**config.mk**
```make
export PLATFORM = sky130hd
export DESIGN_NAME = hysteresis_saturating_counter_table
export DESIGN_NICKNAME = d
export VERILOG_FILES = /design/src/rtl/hysteresis_saturating_counter_table.sv
export SDC_FILE = /design/constraint.sdc
export NUM_CORES = 1
export LEC_CHECK = 0
export CAP_MARGIN = 20
export CORE_UTILIZATION = 58
export DETAILED_ROUTE_END_ITERATION = 12
export HOLD_SLACK_MARGIN = 0.03
export PLACE_DENSITY = 0.79
export SLEW_MARGIN = 20
export SYNTH_ARGS = -nofsm -noshare
export SYNTH_HDL_FRONTEND = slang
export SYNTH_SLANG_ARGS = --single-unit
```
**constraint.sdc**
```tcl
create_clock -name clock -period 3.35 [get_ports clock]
set_input_delay 0.67 -clock clock [delete_from_list [all_inputs] [get_ports clock]]
set_output_delay 0.67 -clock clock [all_outputs]
set_load 0.02 [all_outputs]
```
**src/rtl/hysteresis_saturating_counter_table.sv**
```systemverilog
// Table of independent saturating counters with a hysteresis jump across the
// midpoint, so that a single step across the threshold lands well inside the other half.
module hysteresis_saturating_counter_table #(
  parameter int DEPTH       = 16,
  parameter int RANGE       = 4,
  parameter int RESET_VALUE = 0,
  parameter int COERCIVITY  = 1,
  parameter bit READ_BYPASS = 1'b0,
  parameter int WIDTH       = $clog2(RANGE),
  parameter int INDEX_WIDTH = $clog2(DEPTH)
) (
  input  logic                   clock,
  input  logic                   resetn,
  input  logic                   clear,
  input  logic                   update_enable,
  input  logic [INDEX_WIDTH-1:0] update_index,
  input  logic                   update_increment,
  input  logic [INDEX_WIDTH-1:0] read_index,
  output logic [WIDTH-1:0]       read_count,
  output logic                   read_high
);

  localparam logic [WIDTH-1:0] MAX_COUNT = WIDTH'(RANGE - 1);
  localparam logic [WIDTH-1:0] HALF_LOW  = WIDTH'(RANGE / 2 - 1);
  localparam logic [WIDTH-1:0] HALF_HIGH = WIDTH'(RANGE / 2);
  localparam logic [WIDTH-1:0] JUMP_HIGH = WIDTH'(RANGE / 2 + COERCIVITY);
  localparam logic [WIDTH-1:0] JUMP_LOW  = WIDTH'(RANGE / 2 - 1 - COERCIVITY);
  localparam logic [WIDTH-1:0] INIT      = WIDTH'(RESET_VALUE);
  localparam logic [INDEX_WIDTH:0] DEPTH_X = (INDEX_WIDTH + 1)'(DEPTH);

  logic [WIDTH-1:0] entries [DEPTH];
  logic             update_valid;
  logic             read_valid;

  // Saturate at both ends; crossing the midpoint skips COERCIVITY values.
  function automatic logic [WIDTH-1:0] step(input logic [WIDTH-1:0] v, input logic inc);
    logic [WIDTH-1:0] r;
    r = v;
    if (inc) begin
      if (v == MAX_COUNT)     r = v;
      else if (v == HALF_LOW) r = JUMP_HIGH;
      else                    r = v + WIDTH'(1);
    end else begin
      if (v == '0)             r = v;
      else if (v == HALF_HIGH) r = JUMP_LOW;
      else                     r = v - WIDTH'(1);
    end
    return r;
  endfunction

  // Indices past DEPTH only exist when DEPTH is not a power of two.
  assign update_valid = ({1'b0, update_index} < DEPTH_X);
  assign read_valid   = ({1'b0, read_index} < DEPTH_X);

  // NOTE: every entry is reset, not just the control state, because the counts
  // themselves must read RESET_VALUE while resetn is low; the table is small
  // enough to be flops rather than a RAM macro.
  always_ff @(posedge clock or negedge resetn) begin
    if (!resetn) begin
      for (int i = 0; i < DEPTH; i++) entries[i] <= INIT;
    end else if (clear) begin
      for (int i = 0; i < DEPTH; i++) entries[i] <= INIT;
    end else if (update_enable && update_valid) begin
      // NOTE: non-blocking so every entry sees pre-edge values regardless of order.
      entries[update_index] <= step(entries[update_index], update_increment);
    end
  end

  // NOTE: read_count gets a default first so no path through the branches infers a latch.
  always_comb begin
    read_count = '0;
    if (read_valid) begin
      if (READ_BYPASS && clear)
        read_count = INIT;
      else if (READ_BYPASS && update_enable && update_valid && (update_index == read_index))
        read_count = step(entries[read_index], update_increment);
      else
        read_count = entries[read_index];
    end
  end

  assign read_high = (read_count >= HALF_HIGH);

endmodule
```
==> Implementation_results.wiki <==
{| class="wikitable"
! Metric !! Value
|-
| Routed length per placed instance || 18.7 um
|-
| Final Routed Wirelength || 4760 um
|-
| Top reg by flops || entries
|-
| Fraction of registers with async set/reset || 1.00
|-
| Sw Ratio || 0.293
|-
| Startpoint kind of the worst setup timing path || input port
|-
| Sequential share of power || 0.537
|-
| CTS tree || done
|-
| Buffer count from post-CTS setup fixing || 0
|-
| Clock latency at the later pin of the worst-skew pair || 0.35 ns
|-
| Maximum capacitance violations || 0
|-
| CP required || 2.68 ns
|-
| Number of enable flip-flop cells after synthesis || 0
|-
| Post-DP Area || 0.00223 mm2
|-
| Overall die area || 0.00371 mm2
|-
| Critical path's top delay family || buffers and inverters
|-
| Cell type with the highest aggregate area in the netlist || dfrtp_1
|-
| Final Hold Vio Count || 0
|-
| Share of the core filled with cells in the final layout || 0.685
|-
| Longest individual stage delay on the worst path || 0.52 ns
|-
| Min-Delay Endpoint || entries[16]$_DFFE_PN0P_
|-
| Post-synthesis sequential area ratio || 0.398
|-
| DRT Pass-1 Iters || 5
|-
| Worst R2R End || entries[11]$_DFFE_PN0P_
|-
| Largest register FFs || 32
|-
| Overall via count from detail_route || 1669
|-
| Highest clock frequency the design can meet || 0.302 GHz
|-
| Hold/Removal Path Class || reg -> reg
|-
| Largest net degree at the start of global routing || 33
|-
| CTS clk-pin slew, worst paths || 0.10 ns
|-
| Die W || 60.9 um
|-
| Library cells used by synthesis || 32
|-
| Cell-by-cell listing of the critical path || clkdlybuf4s50_1 > buf_12 > mux4_2 > mux4_2 > dlygate4sd2_1
|-
| First-pass GRT wire length || 7800 um
|-
| Buffer and inverter count on the worst path || 3
|-
| Count of antenna-violating nets left after detailed routing || 0
|-
| Final worst-path cycle share || 0.988
|-
| Number of design-rule violations left by the first detailed-router iteration || 223
|-
| Top FF cell, synth || dfrtp_1
|-
| # port buffers || 15
|-
| Synth Register Bits || 32
|-
| Number of endpoints failing setup at the final stage || 0
|-
| Syn_nets || 203
|-
| Most common cell in the netlist || dfrtp_1
|-
| Depth of the worst register-to-register path || 5
|-
| Switching power summed over all nets || 215 uW
|-
| Grt ovf || 0
|-
| Leakage component of the power || 0.926 nW
|-
| Run status || finished clean
|-
| Total inserted antenna cells || 0
|-
| Final design area excluding fillers || 0.00228 mm2
|-
| Core box area || 0.00334 mm2
|-
| Setup slack of the most critical reg-to-reg path || 1.30 ns
|-
| Critical register-to-register path startpoint || entries[19]$_DFFE_PN0P_
|-
| TritonCTS Buffers || 5
|-
| Max-slew violation count || 0
|-
| Syn Area/Cell || 10.6 um2
|-
| Final weighted congestion of routability-driven global placement || 0.891
|-
| Largest driver fanout on the critical path || 8
|-
| Clk sinks || 32
|-
| RSZ-0062 raised after global routing || no
|-
| Worst clock skew || 0.0114 ns
|-
| Number of non-filler instances in the completed layout || 254
|-
| Headroom to the max-slew limit || 0.493
|-
| Final #Nets || 220
|-
| Cell type of the slowest stage on the worst timing path || clkdlybuf4s50_1
|-
| Standard-cell rows || 21
|-
| Hold slack || 0.566 ns
|-
| Syn-to-layout area delta || 13.4%
|-
| Maximum ir drop on the vdd rail || 0.253 mV
|-
| Number of vias per cell || 6.57
|-
| Yosys synthesis warning count || 0
|-
| Share of post-route cells with drive strength above 1 || 0.188
|-
| Post-synth top cells || dfrtp_1 (32), nor2_1 (23), a21oi_1 (18), nand2_1 (18), o21ai_0 (16)
|-
| Root buffer selected by CTS || clkbuf_4
|-
| Registers with the most flip-flops || entries (32)
|-
| Fillers || 269
|-
| CP arrival || 2.64 ns
|-
| Slew at the pin with the worst max-slew slack || 0.758 ns
|-
| Vert. Die Dim || 60.9 um
|-
| Hold Path Origin || entries[16]$_DFFE_PN0P_
|-
| Library cell appearing most often on the critical path || mux4_2
|-
| Classification of the worst setup path || in -> out
|-
| Initial core utilization || 0.604
|-
| Worst-case clock buffer depth || 2
|-
| Vias in the first global route || 1651
|-
| Number of antenna violations at the first check in global routing || 0
|-
| Min Tclk post-route || 3.31 ns
|-
| Most area-consuming cells after synthesis || dfrtp_1 (40%), mux4_2 (16%), mux2i_1 (6.5%)
|-
| Critical Path End Type || primary output
|-
| I/O Pins || 16
|-
| Number of DRC violations after detailed routing || 0
|-
| Combinational share of power || 0.152
|-
| Cells after Synth || 190
|-
| Power per cell area || 322 mW/mm2
|-
| Level count of the clock H-tree || 2
|-
| Hold Crit Depth || 2
|-
| Fraction of synthesized cell area taken by the top area cell type || 0.398
|-
| GRT Util Overall || 0.302
|-
| Synth Cell Area || 0.00201 mm2
|-
| Internal Power || 520 uW
|-
| Clock power frac || 0.312
|-
| Detailed Place HPWL || 3520 um
|-
| Placed cell count || 246
|}
## how the worst max path moves through the flow
stage                  startpoint             to  cells past startpoint
finish              read_index[0]      read_high                      5
global route        read_index[0]      read_high                      5
CTS                 read_index[0]  read_count[1]                      5
detailed placement  read_index[0]  read_count[1]                      5
global placement    read_index[0]      read_high                      5
floorplan           read_index[0]  read_count[1]                      3
## timing repair
action	in CTS	in global routing
gates resized for setup	3	1
pin swaps	0	0
setup endpoints to repair	3	1
endpoints found under the hold margin	0	0
hold buffers	0	0
## stage by stage
stage               TNS, ns  setup WS (ns)  power [mW]
finish                    0         0.0413       0.736
floorplan                 0          0.480       0.468
global route              0        0.00336       0.768
global placement     -0.469         -0.162       0.509
CTS                       0         0.0157       0.737
detailed placement   -0.574         -0.207       0.513
## worst min-delay path, delay by kind of cell, from the launching register on
kind	cells	cell delay, ns
AOI/OAI and AO/OA	2	0.13
DFF	1	0.40
## cell families after synthesis
family | after synthesis | share of synthesized area
AO/OA/AOI/OAI | 45 | 0.135
multiplexers | 34 | 0.288
AND/OR/NAND/NOR | 63 | 0.139
flip-flops | 32 | 0.398
buffers and inverters | 16 | 0.0397
## layout by cell type (no fill, tap or decap), types with 4 or more instances in the layout
cell	instances
dfrtp_1	32
nor2_1	23
nand2_1	18
a21oi_1	18
o21ai_0	16
mux4_2	14
mux2i_1	13
clkdlybuf4s50_1	12
nand3_1	7
buf_4	7
nor3_1	6
clkbuf_4	5
o21ai_1	4
## layer usage
layer	GRT usage	part of all wire	vias to the layer above	wire length, um
met2	0.458	0.46	97	2190
met1	0.417	0.42	814	2000
met3	0.0682	0.086	18	411
met4	0.140	0.033	0	156
met5	0	0	-	0
li1	-	-	740	-
## area by class of cell
class / instances / area, um2 / area share
clock buffer: 5 / 37.5 / 0.0164
sequential: 32 / 801 / 0.350
clock inverter: 3 / 23.8 / 0.0104
tap: 46 / 57.6 / 0.0252
inverter: 3 / 11.3 / 0.00493
multi-input combinational: 142 / 1130 / 0.496
timing repair buffer: 23 / 220 / 0.0964
## power by group through the flow
stage | Clock [mW] | Sequential, mW | Combinational, mW
3_3_place_gp | 0 | 0.402 | 0.107
3_5_place_dp | 0 | 0.402 | 0.111
4_1_cts | 0.232 | 0.395 | 0.111
6_report | 0.229 | 0.395 | 0.111
2_1_floorplan | 0 | 0.400 | 0.0674
5_1_grt | 0.252 | 0.395 | 0.120
Power figures use the tool's default switching activity.
